File: src/rtl/decode_if.sv
`default_nettype none
// ============================================================================
// decode_if
// ----------------------------------------------------------------------------
// Bundle of the decode stage's fetch handshake, register-file read port,
// writeback bypass port, downstream handshake and registered decode outputs.
// Revision: 1.0
// ============================================================================
interface decode_if #(
  parameter int WIDTH = 16
) ();

  // Fetch side
  logic             invalid;
  logic [15:0]      instr;
  logic [WIDTH-1:0] pcin;
  logic             instready;

  // Register-file read port (same-cycle data)
  logic [2:0]       rs1addr;
  logic [2:0]       rs2addr;
  logic [WIDTH-1:0] rs1data;
  logic [WIDTH-1:0] rs2data;

  // Writeback port of the current cycle
  logic             wbenable;
  logic [2:0]       wbaddr;
  logic [WIDTH-1:0] wbdata;

  // Control and downstream handshake
  logic             flush;
  logic             outready;
  logic             outvalid;

  // Registered decode outputs
  logic [WIDTH-1:0] alu1;
  logic [WIDTH-1:0] alu2;
  logic [WIDTH-1:0] address;
  logic [WIDTH-1:0] storedata;
  logic [WIDTH-1:0] pcout;
  logic [3:0]       opcode;
  logic             writereg;
  logic [1:0]       memwrite;
  logic [2:0]       regaddress;

  // Environment side: drives instructions, register data and downstream ready
  modport master (
    output invalid, instr, pcin, rs1data, rs2data,
    output wbenable, wbaddr, wbdata, flush, outready,
    input  instready, rs1addr, rs2addr, outvalid,
    input  alu1, alu2, address, storedata, pcout,
    input  opcode, writereg, memwrite, regaddress
  );

  // Decode stage side
  modport slave (
    input  invalid, instr, pcin, rs1data, rs2data,
    input  wbenable, wbaddr, wbdata, flush, outready,
    output instready, rs1addr, rs2addr, outvalid,
    output alu1, alu2, address, storedata, pcout,
    output opcode, writereg, memwrite, regaddress
  );

endinterface : decode_if
`default_nettype wire

File: src/rtl/decode_stage.sv
`default_nettype none
// ============================================================================
// decode_stage
// ----------------------------------------------------------------------------
// Single-issue decode stage for a 16-bit instruction set with four classes
// (load, store, absolute load, ALU). Reads two register-file sources with an
// optional writeback bypass, detects load-use hazards against the held
// instruction, and presents the decoded fields in an output register guarded
// by a valid/ready handshake.
// Revision: 1.0
// ============================================================================
module decode_stage #(
  parameter int WIDTH = 16,
  parameter int FWD   = 1
) (
  input  logic      clock,
  input  logic      resetn,
  decode_if.slave   bus
);

  // Instruction classes held in instr[15:14]
  localparam logic [1:0] c_CLS_LOAD  = 2'd0;
  localparam logic [1:0] c_CLS_STORE = 2'd1;
  localparam logic [1:0] c_CLS_ABS   = 2'd2;
  localparam logic [1:0] c_CLS_ALU   = 2'd3;

  // Memory access encoding for memwrite
  localparam logic [1:0] c_MEM_NONE  = 2'b00;
  localparam logic [1:0] c_MEM_LOAD  = 2'b01;
  localparam logic [1:0] c_MEM_STORE = 2'b10;

  // Largest ALU op that still takes its second operand from register B
  localparam logic [3:0] c_OP_LAST_REG = 4'd8;

  // --------------------------------------------------------------------------
  // Instruction fields
  // --------------------------------------------------------------------------
  logic [1:0]       w_cls;
  logic [2:0]       w_a;
  logic [2:0]       w_b;
  logic [3:0]       w_op;
  logic [7:0]       w_d;
  logic [WIDTH-1:0] w_sext;
  logic [WIDTH-1:0] w_imm4;

  assign w_cls  = bus.instr[15:14];
  assign w_a    = bus.instr[13:11];
  assign w_b    = bus.instr[10:8];
  assign w_op   = bus.instr[7:4];
  assign w_d    = bus.instr[7:0];
  assign w_sext = {{(WIDTH-8){w_d[7]}}, w_d};
  assign w_imm4 = {{(WIDTH-4){1'b0}}, bus.instr[3:0]};

  // Register-file addresses are pure field extracts, independent of class
  assign bus.rs1addr = w_a;
  assign bus.rs2addr = w_b;

  // --------------------------------------------------------------------------
  // Source usage: which register operands the incoming instruction reads
  // --------------------------------------------------------------------------
  logic w_use1;
  logic w_use2;

  assign w_use1 = (w_cls == c_CLS_ALU) || (w_cls == c_CLS_STORE);
  assign w_use2 = (w_cls == c_CLS_LOAD) || (w_cls == c_CLS_STORE) ||
                  ((w_cls == c_CLS_ALU) && (w_op <= c_OP_LAST_REG));

  // --------------------------------------------------------------------------
  // Writeback bypass select
  // --------------------------------------------------------------------------
  logic w_fwd1;
  logic w_fwd2;

  generate
    if (FWD != 0) begin : g_fwd
      assign w_fwd1 = bus.wbenable && (bus.wbaddr == w_a);
      assign w_fwd2 = bus.wbenable && (bus.wbaddr == w_b);
    end else begin : g_no_fwd
      assign w_fwd1 = 1'b0;
      assign w_fwd2 = 1'b0;
    end
  endgenerate

  // Unused sources are forced to zero so every unused output field reads 0
  logic [WIDTH-1:0] w_src1;
  logic [WIDTH-1:0] w_src2;

  assign w_src1 = !w_use1 ? '0 : (w_fwd1 ? bus.wbdata : bus.rs1data);
  assign w_src2 = !w_use2 ? '0 : (w_fwd2 ? bus.wbdata : bus.rs2data);

  // --------------------------------------------------------------------------
  // Output register state
  // --------------------------------------------------------------------------
  logic             outvalid_q;
  logic [WIDTH-1:0] alu1_q,      alu1_d;
  logic [WIDTH-1:0] alu2_q,      alu2_d;
  logic [WIDTH-1:0] address_q,   address_d;
  logic [WIDTH-1:0] storedata_q, storedata_d;
  logic [WIDTH-1:0] pcout_q,     pcout_d;
  logic [3:0]       opcode_q,    opcode_d;
  logic             writereg_q,  writereg_d;
  logic [1:0]       memwrite_q,  memwrite_d;
  logic [2:0]       regaddress_q, regaddress_d;

  // Decode the incoming instruction into the next output-register contents
  always_comb begin
    alu1_d       = '0;
    alu2_d       = '0;
    address_d    = '0;
    storedata_d  = '0;
    pcout_d      = bus.pcin;
    opcode_d     = '0;
    writereg_d   = 1'b0;
    memwrite_d   = c_MEM_NONE;
    regaddress_d = '0;
    case (w_cls)
      c_CLS_ALU: begin
        alu1_d       = w_src1;
        alu2_d       = (w_op <= c_OP_LAST_REG) ? w_src2 : w_imm4;
        opcode_d     = w_op;
        writereg_d   = 1'b1;
        memwrite_d   = c_MEM_NONE;
        regaddress_d = w_b;
      end
      c_CLS_LOAD: begin
        alu2_d       = w_src2;
        address_d    = w_src2 + w_sext;
        writereg_d   = 1'b1;
        memwrite_d   = c_MEM_LOAD;
        regaddress_d = w_a;
      end
      c_CLS_STORE: begin
        alu1_d       = w_src1;
        alu2_d       = w_src2;
        storedata_d  = w_src1;
        address_d    = w_src2 + w_sext;
        writereg_d   = 1'b0;
        memwrite_d   = c_MEM_STORE;
      end
      default: begin
        // Absolute load: address is the sign-extended displacement alone
        address_d    = w_sext;
        writereg_d   = 1'b1;
        memwrite_d   = c_MEM_LOAD;
        regaddress_d = w_b;
      end
    endcase
  end

  // --------------------------------------------------------------------------
  // Handshake and load-use hazard
  // --------------------------------------------------------------------------
  logic w_advance;
  logic w_held_load;
  logic w_hazard;
  logic w_instready;
  logic w_accept;

  // The held load's result is not available yet, so a reader must wait a cycle
  assign w_advance   = !outvalid_q || bus.outready;
  assign w_held_load = outvalid_q && (memwrite_q == c_MEM_LOAD);
  assign w_hazard    = w_held_load && bus.invalid &&
                       ((w_use1 && (w_a == regaddress_q)) ||
                        (w_use2 && (w_b == regaddress_q)));
  assign w_instready = resetn && w_advance && !w_hazard && !bus.flush;
  assign w_accept    = bus.invalid && w_instready;

  assign bus.instready = w_instready;

  // Output register: flush kills, advance loads or bubbles, otherwise hold
  always_ff @(posedge clock or negedge resetn) begin
    if (!resetn) begin
      outvalid_q   <= 1'b0;
      alu1_q       <= '0;
      alu2_q       <= '0;
      address_q    <= '0;
      storedata_q  <= '0;
      pcout_q      <= '0;
      opcode_q     <= '0;
      writereg_q   <= 1'b0;
      memwrite_q   <= c_MEM_NONE;
      regaddress_q <= '0;
    end else if (bus.flush) begin
      outvalid_q   <= 1'b0;
    end else if (w_advance) begin
      outvalid_q   <= w_accept;
      if (w_accept) begin
        alu1_q       <= alu1_d;
        alu2_q       <= alu2_d;
        address_q    <= address_d;
        storedata_q  <= storedata_d;
        pcout_q      <= pcout_d;
        opcode_q     <= opcode_d;
        writereg_q   <= writereg_d;
        memwrite_q   <= memwrite_d;
        regaddress_q <= regaddress_d;
      end
    end
  end

  assign bus.outvalid   = outvalid_q;
  assign bus.alu1       = alu1_q;
  assign bus.alu2       = alu2_q;
  assign bus.address    = address_q;
  assign bus.storedata  = storedata_q;
  assign bus.pcout      = pcout_q;
  assign bus.opcode     = opcode_q;
  assign bus.writereg   = writereg_q;
  assign bus.memwrite   = memwrite_q;
  assign bus.regaddress = regaddress_q;

endmodule : decode_stage
`default_nettype wire

File: src/flat_wrapper.sv
// flat-port wrapper written by rule: the top's interface ports become plain ports
module decode_stage_flat 
#(
  parameter int WIDTH = 16,
  parameter int FWD   = 1
)
  (clock, resetn, bus_invalid, bus_instr, bus_pcin, bus_rs1data, bus_rs2data, bus_wbenable, bus_wbaddr, bus_wbdata, bus_flush, bus_outready, bus_instready, bus_rs1addr, bus_rs2addr, bus_outvalid, bus_alu1, bus_alu2, bus_address, bus_storedata, bus_pcout, bus_opcode, bus_writereg, bus_memwrite, bus_regaddress);
  decode_if #(.WIDTH(WIDTH)) bus_i ();
  input  logic clock;
  input  logic resetn;
  input wire logic [$bits(bus_i.invalid)-1:0] bus_invalid;
  input wire logic [$bits(bus_i.instr)-1:0] bus_instr;
  input wire logic [$bits(bus_i.pcin)-1:0] bus_pcin;
  input wire logic [$bits(bus_i.rs1data)-1:0] bus_rs1data;
  input wire logic [$bits(bus_i.rs2data)-1:0] bus_rs2data;
  input wire logic [$bits(bus_i.wbenable)-1:0] bus_wbenable;
  input wire logic [$bits(bus_i.wbaddr)-1:0] bus_wbaddr;
  input wire logic [$bits(bus_i.wbdata)-1:0] bus_wbdata;
  input wire logic [$bits(bus_i.flush)-1:0] bus_flush;
  input wire logic [$bits(bus_i.outready)-1:0] bus_outready;
  output wire logic [$bits(bus_i.instready)-1:0] bus_instready;
  output wire logic [$bits(bus_i.rs1addr)-1:0] bus_rs1addr;
  output wire logic [$bits(bus_i.rs2addr)-1:0] bus_rs2addr;
  output wire logic [$bits(bus_i.outvalid)-1:0] bus_outvalid;
  output wire logic [$bits(bus_i.alu1)-1:0] bus_alu1;
  output wire logic [$bits(bus_i.alu2)-1:0] bus_alu2;
  output wire logic [$bits(bus_i.address)-1:0] bus_address;
  output wire logic [$bits(bus_i.storedata)-1:0] bus_storedata;
  output wire logic [$bits(bus_i.pcout)-1:0] bus_pcout;
  output wire logic [$bits(bus_i.opcode)-1:0] bus_opcode;
  output wire logic [$bits(bus_i.writereg)-1:0] bus_writereg;
  output wire logic [$bits(bus_i.memwrite)-1:0] bus_memwrite;
  output wire logic [$bits(bus_i.regaddress)-1:0] bus_regaddress;
  assign bus_i.invalid = bus_invalid;
  assign bus_i.instr = bus_instr;
  assign bus_i.pcin = bus_pcin;
  assign bus_i.rs1data = bus_rs1data;
  assign bus_i.rs2data = bus_rs2data;
  assign bus_i.wbenable = bus_wbenable;
  assign bus_i.wbaddr = bus_wbaddr;
  assign bus_i.wbdata = bus_wbdata;
  assign bus_i.flush = bus_flush;
  assign bus_i.outready = bus_outready;
  assign bus_instready = bus_i.instready;
  assign bus_rs1addr = bus_i.rs1addr;
  assign bus_rs2addr = bus_i.rs2addr;
  assign bus_outvalid = bus_i.outvalid;
  assign bus_alu1 = bus_i.alu1;
  assign bus_alu2 = bus_i.alu2;
  assign bus_address = bus_i.address;
  assign bus_storedata = bus_i.storedata;
  assign bus_pcout = bus_i.pcout;
  assign bus_opcode = bus_i.opcode;
  assign bus_writereg = bus_i.writereg;
  assign bus_memwrite = bus_i.memwrite;
  assign bus_regaddress = bus_i.regaddress;
  decode_stage #(.WIDTH(WIDTH), .FWD(FWD)) u_core (.clock(clock), .resetn(resetn), .bus(bus_i));
endmodule
File: config.mk
export PLATFORM = sky130hd
export DESIGN_NAME = decode_stage_flat
export DESIGN_NICKNAME = d
export VERILOG_FILES = /design/src/rtl/decode_if.sv /design/src/rtl/decode_stage.sv /design/src/flat_wrapper.sv
export SDC_FILE = /design/constraint.sdc
export NUM_CORES = 1
export LEC_CHECK = 0
export CORE_MARGIN = 4
export CORE_UTILIZATION = 41
export CTS_CLUSTER_DIAMETER = 100
export DETAILED_ROUTE_END_ITERATION = 10
export GPL_TIMING_DRIVEN = 0
export PLACE_DENSITY = 0.9
export SETUP_SLACK_MARGIN = 0.2
export SLEW_MARGIN = 20
export SYNTH_ARGS = -nofsm -noshare
export SYNTH_HDL_FRONTEND = slang
export SYNTH_SLANG_ARGS = --single-unit
File: constraint.sdc
create_clock -name clock -period 1.8 [get_ports clock]
set_input_delay 0.18 -clock clock [delete_from_list [all_inputs] [get_ports clock]]
set_output_delay 0.18 -clock clock [all_outputs]
set_load 0.02 [all_outputs]
**After elaboration in Yosys (flattened, before gate mapping)**

Cells that the tools add are included.

- Flip-flop bits (word level): 91
- Latch bits: 0
- Memory bits (writable): 0
- Bits in read-only memories: 0
- Logic and storage cells: 60
- Memories: 0

- Add/subtract/negate cells: 1
- Multiply operators: 0
- Divide/modulo/power cells: 0
- Order comparisons: 1
- Eq/ne operators: 7
- Shifts and indexed selects: 0
- Muxes and demuxes: 15
- Bitwise gates (word level): 1
- Reductions and logical operators: 25

Operator list:

| cell | number |
|---|---|
| 2-to-1 mux 16 bit | 7 |
| one-hot mux 16 bit (2 select lines) | 2 |
| adder 16 bit | 1 |
| == test 3 bit | 4 |
| logical AND 1 bit | 12 |
| one-hot mux 3 bit (2 select lines) | 1 |
| logical OR 1 bit | 5 |
| == test 2 x 1 -> 1 bit (second input constant) | 2 |
| <= comparator 4 bit (second input constant) | 1 |
| 2-to-1 mux 4 bit | 1 |
| one-hot mux 2 bit (2 select lines) | 1 |
| OR reduction 2 bit | 2 |
| zero test 1 bit | 3 |
| 2-to-1 mux 1 bit | 3 |
| AND reduction 3 bit | 1 |
| == test 2 bit (second input constant) | 1 |
| zero test 2 bit | 1 |
| nonzero test 2 bit | 1 |
| inverter 1 bit | 1 |

**Longest topological paths before layout**

- Depth after elaboration: 12
- Gate-level depth with buffers: 13
- Gate-level depth less buffers: 13

**Least setup slack after synthesis**

OpenSTA, ideal clock, no wires.

- Path kind: input-to-reg
- Start point: input port bus_instr[15]
- End point: register u_core.address_q[12] (netlist: u_core.bus.address[12])
- Library setup time: 0.126 ns
- Data arrival time: 2.849 ns
- Slack: -1.175 ns
- Stages on the path: 12
- Buffers on the path: 2
- Cell sequence: clkbuf_1 > inv_1 > nor3_2 > clkbuf_1 > nor2_1 > ha_1 > a21oi_1 > o21ai_0 > a2111oi_0 > a211oi_1 > xor2_1 > a221o_1

- Word-level cells in the longest chain between the ends: 11
- Elaborated cells between the ends (all ways): 20

Ends and longest elaborated chain:

| what | RTL line | source |
|---|---|---|
| from (decl) | flat_wrapper.sv:12 | `input wire logic [$bits(bus_i.instr)-1:0] bus_instr;` |
| branches (longest 11 deep; another with adder 16 bit) | n/a |  |
| to (signal assigned) | decode_stage.sv:190 | `address_q <= address_d;` |
| to (decl) | decode_stage.sv:97 | `logic [WIDTH-1:0] address_q, address_d;` |

Several ways; the timed one is not identified.
A chain may end at the register's enable or synchronous reset.

**Final worst setup path**

- Start point: input port bus_instr[5]
- End point: register u_core.address_q[8] (netlist: u_core.bus.address[8])

- Word-level cells in the longest chain between the ends: 11
- Elaborated cells between the ends (all ways): 14

Ends and longest elaborated chain:

| what |
|---|
| branches (longest 11 deep; another with adder 16 bit) |

Several ways; the timed one is not identified.

==> results.sh <==
export IMPL_wl_met2_um=12900
export IMPL_cts_tree="yes"
export IMPL_synth_seq_area_share_pct=45.1
export IMPL_gp_congestion=0.954
export IMPL_cts_sinks=91
export IMPL_power_density_nw_per_um2=858
export IMPL_ys_types=51
export IMPL_max_cap_violations=0
export IMPL_ir_worst_vdd_uv=552
export IMPL_tightest_slew_ps=859
export IMPL_grt_max_degree=51
export IMPL_grt_total_usage_pct=26.7
export IMPL_fin_crit_sh_pct=167
export IMPL_wl_per_cell_um=27.6
export IMPL_grt_antenna_before_repair=0
export IMPL_nNetsFinal=918
export IMPL_stdcell_area_um2=9610
export IMPL_worstPathArrival_ps=3280
export IMPL_end_kind="flop"
export IMPL_async_flop_share_pct=100
export IMPL_yosysWarnings=0
export IMPL_wl_met3_um=2840
export IMPL_core_area_um2=12100
export IMPL_cts_buffers=9
export IMPL_crit_path_max_incr_delay_ps=360
export IMPL_grt_remaining_overflow=0
export IMPL_area_delta_synth_final_pct=90.1
export IMPL_hold_slack_ps=-232
export IMPL_clkSlewWorstSetupHoldPaths_ps=70
export IMPL_dieArea_um2=14200
export IMPL_rsz0062_at_grt="yes"
export IMPL_rr_startpoint="u_core.bus.regaddress[2]"
export IMPL_cp_required_ps=2070
export IMPL_drtAntennaViolNets=0
export IMPL_die_x_um=119
export IMPL_core_rowCount=40
export IMPL_mostFrequentLayoutCells="163 x clkdlybuf4s50_1, 90 x dfrtp_1, 54 x nand2_1"
export IMPL_grt_pass1_wl_um=30000
export IMPL_drt_initial_drc_count=884
export IMPL_violations="hold timing, setup timing"
export IMPL_fmax_mhz=332
export IMPL_fin_crit_ps=3010
export IMPL_antennaDiodeCount=0
export IMPL_post_dp_cell_area_um2=7280
export IMPL_status="finished with violations"
export IMPL_setup_ws_ps=-1210
export IMPL_synth_seq_cells=91
export IMPL_final_common_cell="clkdlybuf4s50_1"
export IMPL_clock_latency_ps=350
export IMPL_cp_start_kind="primary input"
export IMPL_highest_layer="met4"
export IMPL_cts_root_buf="clkbuf_16"
export IMPL_grt_pass1_vias=5441
export IMPL_cts_htree_levels=3
export IMPL_start_util_pct=41.9
export IMPL_synth_top_flop_cell="dfrtp_1"
export IMPL_cts_path_max_buffers=2
export IMPL_fp_dieH_um=119
export IMPL_synth_top_area_share_pct=45.1
export IMPL_dp_hpwl_um=13000
export IMPL_hold_viol=42
export IMPL_synth_largest_area_cell="dfrtp_1"
export IMPL_drtPass1Iterations=6
export IMPL_fillCellCount=551
export IMPL_slew_headroom_pct=42.7
export IMPL_drv_slew=0
export IMPL_critPathMostFrequentCell="buf_6"
export IMPL_synth_fp_nets=655
export IMPL_synth_area_leaders="dfrtp_1 45%, nand2_1 11%, mux2i_1 6.5%"
export IMPL_wl_um=27100
export IMPL_drc=0
export IMPL_hold_class="primary input to async pin"
export IMPL_ioPinCount=187
export IMPL_path_class="primary input to flop"
export IMPL_cp_slowest_cell="nor4b_4"
export IMPL_crit_chain="buf_6 > nor4b_4 > nor3_4 > buf_6 > nor2_4 > ha_2 > inv_2 > fa_2 > nand3b_1 > a21boi_2 > o211ai_1 > buf_4 > and3b_1 > o31a_1 > o21ai_1"
export IMPL_fin_skew_ps=10.2
export IMPL_final_setup_viol_count=92
export IMPL_synthCells=547
export IMPL_synth_edf_count=0
export IMPL_ff2ff_path_depth=9
export IMPL_setup_tns_ps=-31970
export IMPL_drive_gt1_share_pct=39.9
export IMPL_portBuffers=185
export IMPL_crit_reg2reg_capture="u_core.bus.address[10]"
export IMPL_syn_area_per_cell_um2=9.24
export IMPL_leakage_nw=4.43
export IMPL_synth_area_um2=5050
export IMPL_num_vias=6287
export IMPL_avgViaCountPerCell=6.41
export IMPL_crit_path_max_fanout=6
export IMPL_ff2ff_setup_slack_ps=-360
export IMPL_wl_met1_um=9120
-- routing by layer --
| layer | track usage (%) | up-vias |
|---|---|---|
| li1 | - | 2432 |
| met5 | 0 | - |
| met1 | 33.8 | 3036 |
| met3 | 4.56 | 210 |
| met4 | 13.1 | 0 |
| met2 | 44.0 | 609 |
-- Yosys cell counts, types with 2 or more instances --
master    count
a21boi_0      2
clkbuf_1     10
xor2_1        9
a41oi_2       2
o21ai_1       9
o21ai_0      27
o31ai_1      18
o211ai_1      4
a211oi_1      2
buf_4        15
a221o_1       6
xnor2_1      14
nand3_1       9
nand2b_1     19
a21o_1        6
a21oi_1      15
nand2_1     144
and3_1        5
a22oi_1       5
and2_1        3
nand3b_1      2
buf_2         8
o21a_1        2
a31oi_1       5
nor2_1       33
or3_1         2
inv_1         4
dfrtp_1      91
mux2i_1      33
nand4_1       2
ha_1         18
a221oi_1      3
buf_6         2
-- logic make-up (layout without fill, tap and decap cells) --
| group | after synthesis | count (layout) | synth area share (%) |
|---|---|---|---|
| and+or+nand+nor | 229 | 230 | 20.1 |
| DFF | 91 | 91 | 45.1 |
| AOI/OAI and AO/OA | 112 | 112 | 14.8 |
| adders and majority gates | 19 | 19 | 4.85 |
| buffers and inverters | 40 | 305 | 4.61 |
| muxes | 33 | 33 | 6.54 |
| xor gates and xnor gates | 23 | 23 | 3.99 |
-- metrics by stage --
stage | instances | power, mW | utilization, % | setup slack (ps)
6_report | 981 | 8.24 | 79.6 | -1210
4_1_cts | 953 | 7.47 | 70.3 | -866
3_5_place_dp | 901 | 5.03 | 60.3 | -2410
2_1_floorplan | 547 | 3.80 | - | -1040
5_1_grt | 981 | 8.41 | 79.6 | -1240
3_3_place_gp | 900 | 4.98 | 60.1 | -3470
-- cell type report --
cell class                      instances  area (um^2)  area share (%)
Inverter                                4         15.0           0.156
Clock buffer                           10          239            2.49
Timing Repair Buffer                  251         2690            28.0
Clock inverter                          4         98.8            1.03
Multi-Input combinational cell        417         3650            38.0
Buffer                                 36          432            4.49
Tap cell                              168          210            2.19
Sequential cell                        91         2280            23.7
-- where the power goes --
| part | switching [mW] | internal [mW] |
|---|---|---|
| clock network | 0.877 | 1.39 |
| logic | 1.73 | 1.57 |
| registers | 0.306 | 2.37 |
-- critical path, delay by kind of cell --
kind / cells / cell delay, ps
adders and majority gates: 2 / 580
buffers and inverters: 4 / 560
AOI/OAI and AO/OA: 4 / 910
and+or+nand+nor: 5 / 1030
-- sequential cells by signal, summed over array words and instances (netlist names) --
register,flops
u_core.bus.outvalid,1
u_core.bus.alu2,16
u_core.bus.alu1,16
u_core.bus.opcode,4
u_core.bus.writereg,1
u_core.bus.pcout,16
u_core.bus.storedata,16
u_core.bus.address,16
u_core.bus.memwrite,2
u_core.bus.regaddress,3
-- how the worst max path moves through the flow --
stage	startpoint	endpoint	cells past startpoint
after floorplan	bus_instr[9]	u_core.bus.address[12]	13
after global placement	resetn	bus_instready	5
after detailed placement	bus_instr[9]	u_core.bus.address[10]	13
after CTS	bus_wbaddr[0]	u_core.bus.address[14]	15
after global routing	bus_instr[8]	u_core.bus.address[8]	15
final	bus_instr[5]	u_core.bus.address[8]	15
-- what timing repair did --
action	CTS	global route
buffers inserted	32	19
endpoints found under the hold margin	42	42
pin swaps	57	84
cloned	6	9
gates resized for setup	202	186
setup endpoints to repair	98	92
Power figures use the tool's default switching activity.
